$ cat src/rtl/tron_pkg.sv
// Shared encodings for the Tron input path: direction codes, PS/2 set-2 constants,
// the prefix FSM state type and the key-to-direction lookups.
package tron_pkg;

  localparam logic [1:0] DIR_UP    = 2'b00;
  localparam logic [1:0] DIR_RIGHT = 2'b01;
  localparam logic [1:0] DIR_DOWN  = 2'b10;
  localparam logic [1:0] DIR_LEFT  = 2'b11;

  localparam logic [7:0] SC_EXT = 8'hE0;
  localparam logic [7:0] SC_BRK = 8'hF0;

  localparam logic [7:0] SC_W = 8'h1D;
  localparam logic [7:0] SC_A = 8'h1C;
  localparam logic [7:0] SC_S = 8'h1B;
  localparam logic [7:0] SC_D = 8'h23;

  localparam logic [7:0] SC_ARROW_UP    = 8'h75;
  localparam logic [7:0] SC_ARROW_LEFT  = 8'h6B;
  localparam logic [7:0] SC_ARROW_DOWN  = 8'h72;
  localparam logic [7:0] SC_ARROW_RIGHT = 8'h74;

  typedef enum logic [1:0] {
    ST_IDLE    = 2'd0,
    ST_EXT     = 2'd1,
    ST_BRK     = 2'd2,
    ST_EXT_BRK = 2'd3
  } prefix_state_t;

  typedef struct packed {
    logic       hit;
    logic [1:0] dir;
  } key_t;

  function automatic key_t decode_p1(input logic [7:0] code);
    key_t k;
    k = '{hit: 1'b1, dir: DIR_UP};
    case (code)
      SC_W:    k.dir = DIR_UP;
      SC_A:    k.dir = DIR_LEFT;
      SC_S:    k.dir = DIR_DOWN;
      SC_D:    k.dir = DIR_RIGHT;
      default: k.hit = 1'b0;
    endcase
    return k;
  endfunction

  function automatic key_t decode_p2(input logic [7:0] code);
    key_t k;
    k = '{hit: 1'b1, dir: DIR_UP};
    case (code)
      SC_ARROW_UP:    k.dir = DIR_UP;
      SC_ARROW_LEFT:  k.dir = DIR_LEFT;
      SC_ARROW_DOWN:  k.dir = DIR_DOWN;
      SC_ARROW_RIGHT: k.dir = DIR_RIGHT;
      default:        k.hit = 1'b0;
    endcase
    return k;
  endfunction

endpackage

$ cat src/rtl/player_dir_slot.sv
// One player's pending/committed direction pair: latest key wins, reversals are
// refused, and tick commits the pending value with a one-cycle turn pulse on change.
module player_dir_slot
  import tron_pkg::*;
#(
  parameter logic [1:0] INIT_DIR = DIR_RIGHT
) (
  input  logic       clk,
  input  logic       reset,
  input  logic       key_valid,
  input  logic [1:0] key_dir,
  input  logic       tick,
  output logic [1:0] dir,
  output logic       turn
);

  logic [1:0] pend_dir;
  logic       pend_valid;
  logic       commit;
  logic [1:0] ref_dir;
  logic       key_ok;

  // A key arriving with a committing tick is judged against the value being committed.
  assign commit  = tick && pend_valid;
  assign ref_dir = commit ? pend_dir : dir;
  assign key_ok  = key_valid && (key_dir != (ref_dir ^ 2'b10));

  always_ff @(posedge clk) begin
    if (reset) begin
      dir        <= INIT_DIR;
      pend_dir   <= INIT_DIR;
      pend_valid <= 1'b0;
      turn       <= 1'b0;
    end else begin
      turn <= 1'b0;
      if (commit) begin
        dir        <= pend_dir;
        turn       <= (pend_dir != dir);
        pend_valid <= 1'b0;
      end
      if (key_ok) begin
        pend_dir   <= key_dir;
        pend_valid <= 1'b1;
      end
    end
  end

endmodule

$ cat src/rtl/scan_direction_decoder.sv
// PS/2 set-2 prefix tracker that turns WASD and arrow make codes into per-player
// direction requests, committed on the game tick.
module scan_direction_decoder
  import tron_pkg::*;
#(
  parameter logic [1:0] P1_INIT_DIR = 2'b01,
  parameter logic [1:0] P2_INIT_DIR = 2'b11
) (
  input  logic       clk,
  input  logic       reset,
  input  logic [7:0] scan_code,
  input  logic       scan_code_ready,
  input  logic       enable,
  input  logic       tick,
  output logic [1:0] p1_dir,
  output logic [1:0] p2_dir,
  output logic       p1_turn,
  output logic       p2_turn,
  output logic [1:0] fsm_state
);

  // scan_code is only meaningful while scan_code_ready is high; nothing here
  // stalls the keyboard receiver, so there is no ready back-pressure.
  prefix_state_t state;
  key_t          p1_key;
  key_t          p2_key;
  logic          p1_valid;
  logic          p2_valid;

  always_ff @(posedge clk) begin
    if (reset) begin
      state <= ST_IDLE;
    end else if (scan_code_ready) begin
      case (state)
        ST_IDLE: begin
          if (scan_code == SC_EXT)      state <= ST_EXT;
          else if (scan_code == SC_BRK) state <= ST_BRK;
          else                          state <= ST_IDLE;
        end
        ST_EXT: begin
          if (scan_code == SC_BRK)      state <= ST_EXT_BRK;
          else if (scan_code == SC_EXT) state <= ST_EXT;
          else                          state <= ST_IDLE;
        end
        default: state <= ST_IDLE;
      endcase
    end
  end

  assign fsm_state = state;
  assign p1_key    = decode_p1(scan_code);
  assign p2_key    = decode_p2(scan_code);

  // Unprefixed bytes can only be player 1, E0-prefixed bytes only player 2.
  assign p1_valid = scan_code_ready && enable && (state == ST_IDLE) && p1_key.hit;
  assign p2_valid = scan_code_ready && enable && (state == ST_EXT)  && p2_key.hit;

  player_dir_slot #(.INIT_DIR(P1_INIT_DIR)) u_p1 (
    .clk       (clk),
    .reset     (reset),
    .key_valid (p1_valid),
    .key_dir   (p1_key.dir),
    .tick      (tick),
    .dir       (p1_dir),
    .turn      (p1_turn)
  );

  player_dir_slot #(.INIT_DIR(P2_INIT_DIR)) u_p2 (
    .clk       (clk),
    .reset     (reset),
    .key_valid (p2_valid),
    .key_dir   (p2_key.dir),
    .tick      (tick),
    .dir       (p2_dir),
    .turn      (p2_turn)
  );

endmodule

$ cat config.mk
export PLATFORM = sky130hd
export DESIGN_NAME = scan_direction_decoder
export DESIGN_NICKNAME = d
export VERILOG_FILES = /design/src/rtl/tron_pkg.sv /design/src/rtl/player_dir_slot.sv /design/src/rtl/scan_direction_decoder.sv
export SDC_FILE = /design/constraint.sdc
export NUM_CORES = 1
export LEC_CHECK = 0
export ABC_AREA = 1
export CAP_MARGIN = 20
export CELL_PAD_IN_SITES_DETAIL_PLACEMENT = 2
export CELL_PAD_IN_SITES_GLOBAL_PLACEMENT = 2
export CORE_UTILIZATION = 28
export CTS_CLUSTER_DIAMETER = 30
export DETAILED_ROUTE_END_ITERATION = 10
export GPL_TIMING_DRIVEN = 0
export PLACE_DENSITY = 0.84
export SLEW_MARGIN = 20
export SYNTH_ARGS = -nofsm -noshare
export SYNTH_HDL_FRONTEND = slang
export SYNTH_SLANG_ARGS = --single-unit
$ cat constraint.sdc
create_clock -name clk -period 2.3 [get_ports clk]
set_input_delay 0.23 -clock clk [delete_from_list [all_inputs] [get_ports clk]]
set_output_delay 0.23 -clock clk [all_outputs]
set_load 0.05 [all_outputs]
==> results of run 1 <==
## cell type report
type,count,area [sq um],share of cell area (%)
buffer,1,3.754,0.3083
clock buffer,4,36.28,2.980
inverter,24,90.09,7.400
multi-input combinational,103,561.8,46.15
sequential,14,280.3,23.02
tap,44,55.05,4.522
timing repair buffer,19,190.2,15.62
## synth_stat cells
cell type	n
inv_1	17
nand2_2	14
clkbuf_1	1
nand2_1	33
nor3b_1	1
dfxtp_1	14
xnor2_1	4
o21ai_0	1
nand3_2	2
inv_2	7
nor2_4	3
nand4_1	1
nor2_1	13
a211oi_1	2
nand3_1	13
o21ai_1	4
nor2_2	3
or3b_1	1
nand2_4	3
a21oi_2	2
a21oi_1	3
## per-stage QoR
step | util (%) | hold WS [ns]
global placement | 38.06 | 0.4656
global route | 39.23 | 0.3536
floorplan | - | 0.4172
CTS | 39.23 | 0.3016
finish | 39.23 | 0.3084
detailed placement | 38.06 | 0.4743
## routing by layer
layer | wire, um | GRT usage, %
met1 | 1210 | 21.76
met2 | 1587 | 34.29
met3 | 52 | 4.545
met4 | 34 | 3.987
met5 | 0 | 0
## path summary, 6_finish.rpt
check | depth (start not counted) | to | slack [ns] | from
hold reg to reg | 2 | u_p1.pend_valid | 0.49 | u_p1.pend_valid
setup / recovery | 1 | fsm_state[0] | 0.56 | fsm_state[0]
hold / removal | 2 | u_p1.dir[1] | 0.31 | reset
setup reg to reg | 9 | u_p2.pend_dir[0] | 0.87 | u_p2.pend_valid
## cells in the final DEF (no fill, tap or decap), drive strengths merged
cell type,count
inv,24
nor2,19
nand2,50
xnor2,4
o21ai,5
dfxtp,14
clkbuf,5
nand3,15
clkdlybuf4s50,19
nor3b,1
nand4,1
a21oi,5
or3b,1
a211oi,2
## sequential cells by signal (all words and copies together) (netlist names)
register         count
u_p2.pend_dir        2
u_p2.pend_valid      1
u_p1.dir             2
u_p1.turn            1
u_p2.dir             2
fsm_state            2
u_p1.pend_valid      1
u_p2.turn            1
u_p1.pend_dir        2
## report_power, final
| group | switching [mW] | internal (mW) | leakage [nW] |
|---|---|---|---|
| clock | 0.0885 | 0.0965 | 0.0210 |
| sequential | 0.000315 | 0.243 | 0.113 |
| combinational | 0.0371 | 0.0267 | 0.446 |
| total | 0.126 | 0.366 | 0.580 |
## kinds of logic after synthesis
| kind of cell | after synthesis | synth area share [%] |
|---|---|---|
| flops | 14 | 29.95 |
| buf+inv | 25 | 10.03 |
| xor+xnor | 4 | 3.743 |
| compound gates | 12 | 7.753 |
| simple gates | 87 | 48.53 |
==> flow_metrics.tcl, run 1 <==
set metrics [dict create \
    dieArea_sq_um 3578 \
    crit_slowest_cell "clkdlybuf4s50_1" \
    htree_levels 1 \
    drt-pass1-iter-count 4 \
    crit_buf_inv 1 \
    dp_slack_ns 0.4593 \
    fmax_ghz 0.5762 \
    wire_per_inst_um 13.80 \
    cts_hold_buf 0 \
    num_antenna_cells 0 \
    start_util_pct 30.16 \
    final_max_slew_viol_count 0 \
    viasPerCell 4.632 \
    drc_errors 0 \
    clock-sinks 14 \
    critPathRequiredTime_ns 2.07 \
    fill_cells 399 \
    die_w_um 59.82 \
    ios 21 \
    synth_top_area_share_pct 29.95 \
    maxSlewHeadroom_pct 66.69 \
    nNetsFinal 179 \
    antenna_found_initial 0 \
    clk_latency_ns 0.29 \
    coreArea_sq_um 3103 \
    rows 20 \
    vias 968 \
    synth_top_area_cell "dfxtp_1" \
    grt_pass1_wl_mm 4.926 \
    drtIter0Drc 24 \
    instances_no_fill 209 \
    ant_nets 0 \
    synth.area.top_cells "dfxtp_1, nand2_1, nand2_2, nand3_1, inv_1" \
    grt_pass1_vias 1039 \
    port_buffers 19 \
    crit_path_start_kind "flop" \
    setup_viol 0 \
    endpoint_kind "primary output" \
    ir_worst_vdd_mv 0.1889 \
    finalCriticalPeriod_ns 1.736 \
    cts_tree "built" \
    maxCapViolations 0 \
    synth_cells 142 \
    worst-slew-pin-transition_ns 0.4980 \
    cts_setup_buffers 0 \
    track_usage_pct 18.70 \
    clk_pin_slew_worst_paths_ns 0.09 \
    p_leak_nw 0.5805 \
    ys_seq_area_share_pct 29.95 \
    hold_class "in -> reg" \
    hpwlAfterDp_mm 2.346 \
    crit_chain "clkdlybuf4s50_1" \
    syn2layout_area_growth_pct 30.08 \
    worstSetupPathType "reg -> out" \
    grt_start_max_net_pins 9 \
    ctsResizeCount 0 \
    die_h_um 59.82 \
    cp_max_fo 4 \
    overflow 0 \
    p_per_area_nw_per_um2 403.8 \
    total_power_uw 491.6 \
    cts_buffers 3 \
    wl_mm 2.885 \
    outcome "finished, final reports clean" \
    cp_top_family "buffers and inverters" \
    yosys.cell_types.count 21 \
    post-route-period-util_pct 75.46 \
    finalHoldViolCount 0 \
    critical_path_arrival_ns 1.51 \
    totalNegativeSetupSlack_ns 0 \
    dp_cells 205 \
    max_stage_delay_ns 0.82 \
    grt_setup_unrepaired "false" \
    skew_ns 0.001696 \
    final_cell_area_sq_um 1217 \
    synth_warnings 0 \
    clockBufferDepth 2 \
    root_buffer "clkbuf_4" \
    fin_ws_ns 0.5644 \
    gp_congestion 0.7821 \
    ys_ff_latch 14 \
    syn_nets 155 \
    drive_above_1_share_pct 23.03 \
    synth.avg_cell_area_sq_um 6.591 \
    post_dp_cell_area_sq_um 1181 \
    synth_area_sq_um 935.9 \
]
Power figures use the tool's default switching activity.
==> inputs of run 2 (changes only) <==
Settings changed: CORE_UTILIZATION 28 to 26, PLACE_DENSITY 0.84 to 0.79.
Clock period 2.3 ns to 1.65 ns, I/O delays scaled along.
==> flow_metrics.tcl, run 2 (same netlist as run 1, synthesis figures left out) <==
set metrics [dict create \
    p_int_uw 509.3 \
    track_usage_pct 15.25 \
    grt_start_max_net_pins 9 \
    dp_slack_ns -0.09818 \
    crit_chain "clkdlybuf4s50_1" \
    die_w_um 62.00 \
    clk_pin_slew_worst_paths_ns 0.08 \
    crit_slowest_cell "clkdlybuf4s50_1" \
    drtIter0Drc 20 \
    post_dp_cell_area_sq_um 1184 \
    grt_setup_unrepaired "false" \
    start_util_pct 27.61 \
    fmax_ghz 0.6358 \
    hold_class "in -> reg" \
    combPwrFrac_pct 12.7 \
    dp_cells 207 \
    worst-slew-pin-transition_ns 0.5061 \
    vias 946 \
    maxSlewHeadroom_pct 66.16 \
    netSwitchingPower_uw 161.1 \
    finalCriticalPeriod_ns 1.573 \
    cts_buffers 3 \
    post-route-period-util_pct 95.33 \
    skew_ns 0.002156 \
    cp_top_family "buffers and inverters" \
    cp.depth 1 \
    grt_pass1_wl_mm 4.236 \
    clock-sinks 14 \
    layout_common_cells "nand2_1, inv_1, nand2_2, dfxtp_1" \
    nNetsFinal 179 \
    fin_ws_ns 0.07712 \
    critPathRequiredTime_ns 1.48 \
    worstSetupPathType "reg -> out" \
    ant_nets 0 \
    final_max_slew_viol_count 0 \
    critical_path_arrival_ns 1.41 \
    total_power_uw 670.4 \
    port_buffers 19 \
    clk_latency_ns 0.28 \
    cts_hold_buf 0 \
    cts_setup_buffers 0 \
    use_met2_pct 27.66 \
    totalNegativeSetupSlack_ns 0 \
    drive_above_1_share_pct 23.03 \
    maxCapViolations 0 \
    cp_max_fo 1 \
    dieArea_sq_um 3843 \
    cts_tree "built" \
    root_buffer "clkbuf_4" \
    crit_path_start_kind "flop" \
    p_leak_nw 0.5919 \
    drc_errors 0 \
    pwr-share-seq_pct 50.5 \
    grt_pass1_vias 977 \
    clockBufferDepth 2 \
    ios 21 \
    gp_congestion 0.8169 \
    htree_levels 1 \
    rr_worst_depth 9 \
    drt-pass1-iter-count 4 \
    crit_buf_inv 1 \
    p_per_area_nw_per_um2 549.5 \
    coreArea_sq_um 3390 \
    hpwlAfterDp_mm 2.207 \
    instances_no_fill 211 \
    max_stage_delay_ns 0.80 \
    endpoint_kind "primary output" \
    num_antenna_cells 0 \
    antenna_found_initial 0 \
    overflow 0 \
    final_cell_area_sq_um 1220 \
    wire_per_inst_um 12.23 \
    final_common_cell "nand2_1" \
    outcome "finished, final reports clean" \
    use_met1_pct 17.58 \
    busiest_layer "met2" \
    setup_viol 0 \
    die_h_um 62.00 \
    rows 21 \
    viasPerCell 4.483 \
    wl_mm 2.581 \
    clkPwrFrac_pct 36.8 \
    met3_usage_pct 1.656 \
    hold_depth 2 \
    syn2layout_area_growth_pct 30.35 \
    finalHoldViolCount 0 \
    swShare_pct 24.03 \
    ir_worst_vdd_mv 0.1818 \
]
## run 2: power by group through the flow
stage | clock network (mW) | registers (mW) | logic [mW]
6_report | 0.247 | 0.338 | 0.0854
5_1_grt | 0.264 | 0.339 | 0.0946
4_1_cts | 0.253 | 0.338 | 0.0870
3_5_place_dp | 0 | 0.346 | 0.0863
3_3_place_gp | 0 | 0.346 | 0.0830
2_1_floorplan | 0 | 0.347 | 0.0410
## run 2: area by class of cell
class | instances | area (sq um)
Fill cell | 418 | 2170
Timing Repair Buffer | 19 | 190.2
Sequential cell | 14 | 280.3
Clock buffer | 4 | 36.28
Tap cell | 46 | 57.56
Inverter | 24 | 90.09
Buffer | 1 | 3.754
Multi-Input combinational cell | 103 | 561.8
## run 2: path summary, 6_finish.rpt
check / start / to / slack [ns]
setup / recovery: u_p2.turn / p2_turn / 0.08
hold / removal: reset / fsm_state[1] / 0.29
setup reg to reg: u_p1.pend_valid / u_p1.pend_dir[0] / 0.25
hold reg to reg: u_p2.pend_valid / u_p2.pend_valid / 0.50
## run 2: per-layer routing
layer	part of all wire, %	wire (um)
met1	44	1126
met2	51	1308
met3	2.8	72
met4	2.9	74
met5	0	0
## run 2: metrics by stage
step	hold slack [ns]	utilization, %
after CTS	0.3029	35.84
after global routing	0.3234	35.99
after global placement	0.4670	34.92
after floorplan	0.3522	-
final	0.2924	35.99
after detailed placement	0.4797	34.92
## run 2: what timing repair did
action	CTS	global route
resized for setup	4	2
endpoints found under the setup margin	4	2
cloned	0	0
==> inputs of run 3 (changes only) <==
Settings changed: TNS_END_PERCENT from default to 5.
==> results of run 3 <==
Same layout as run 2: the final DEF is identical, and so are final timing and power.
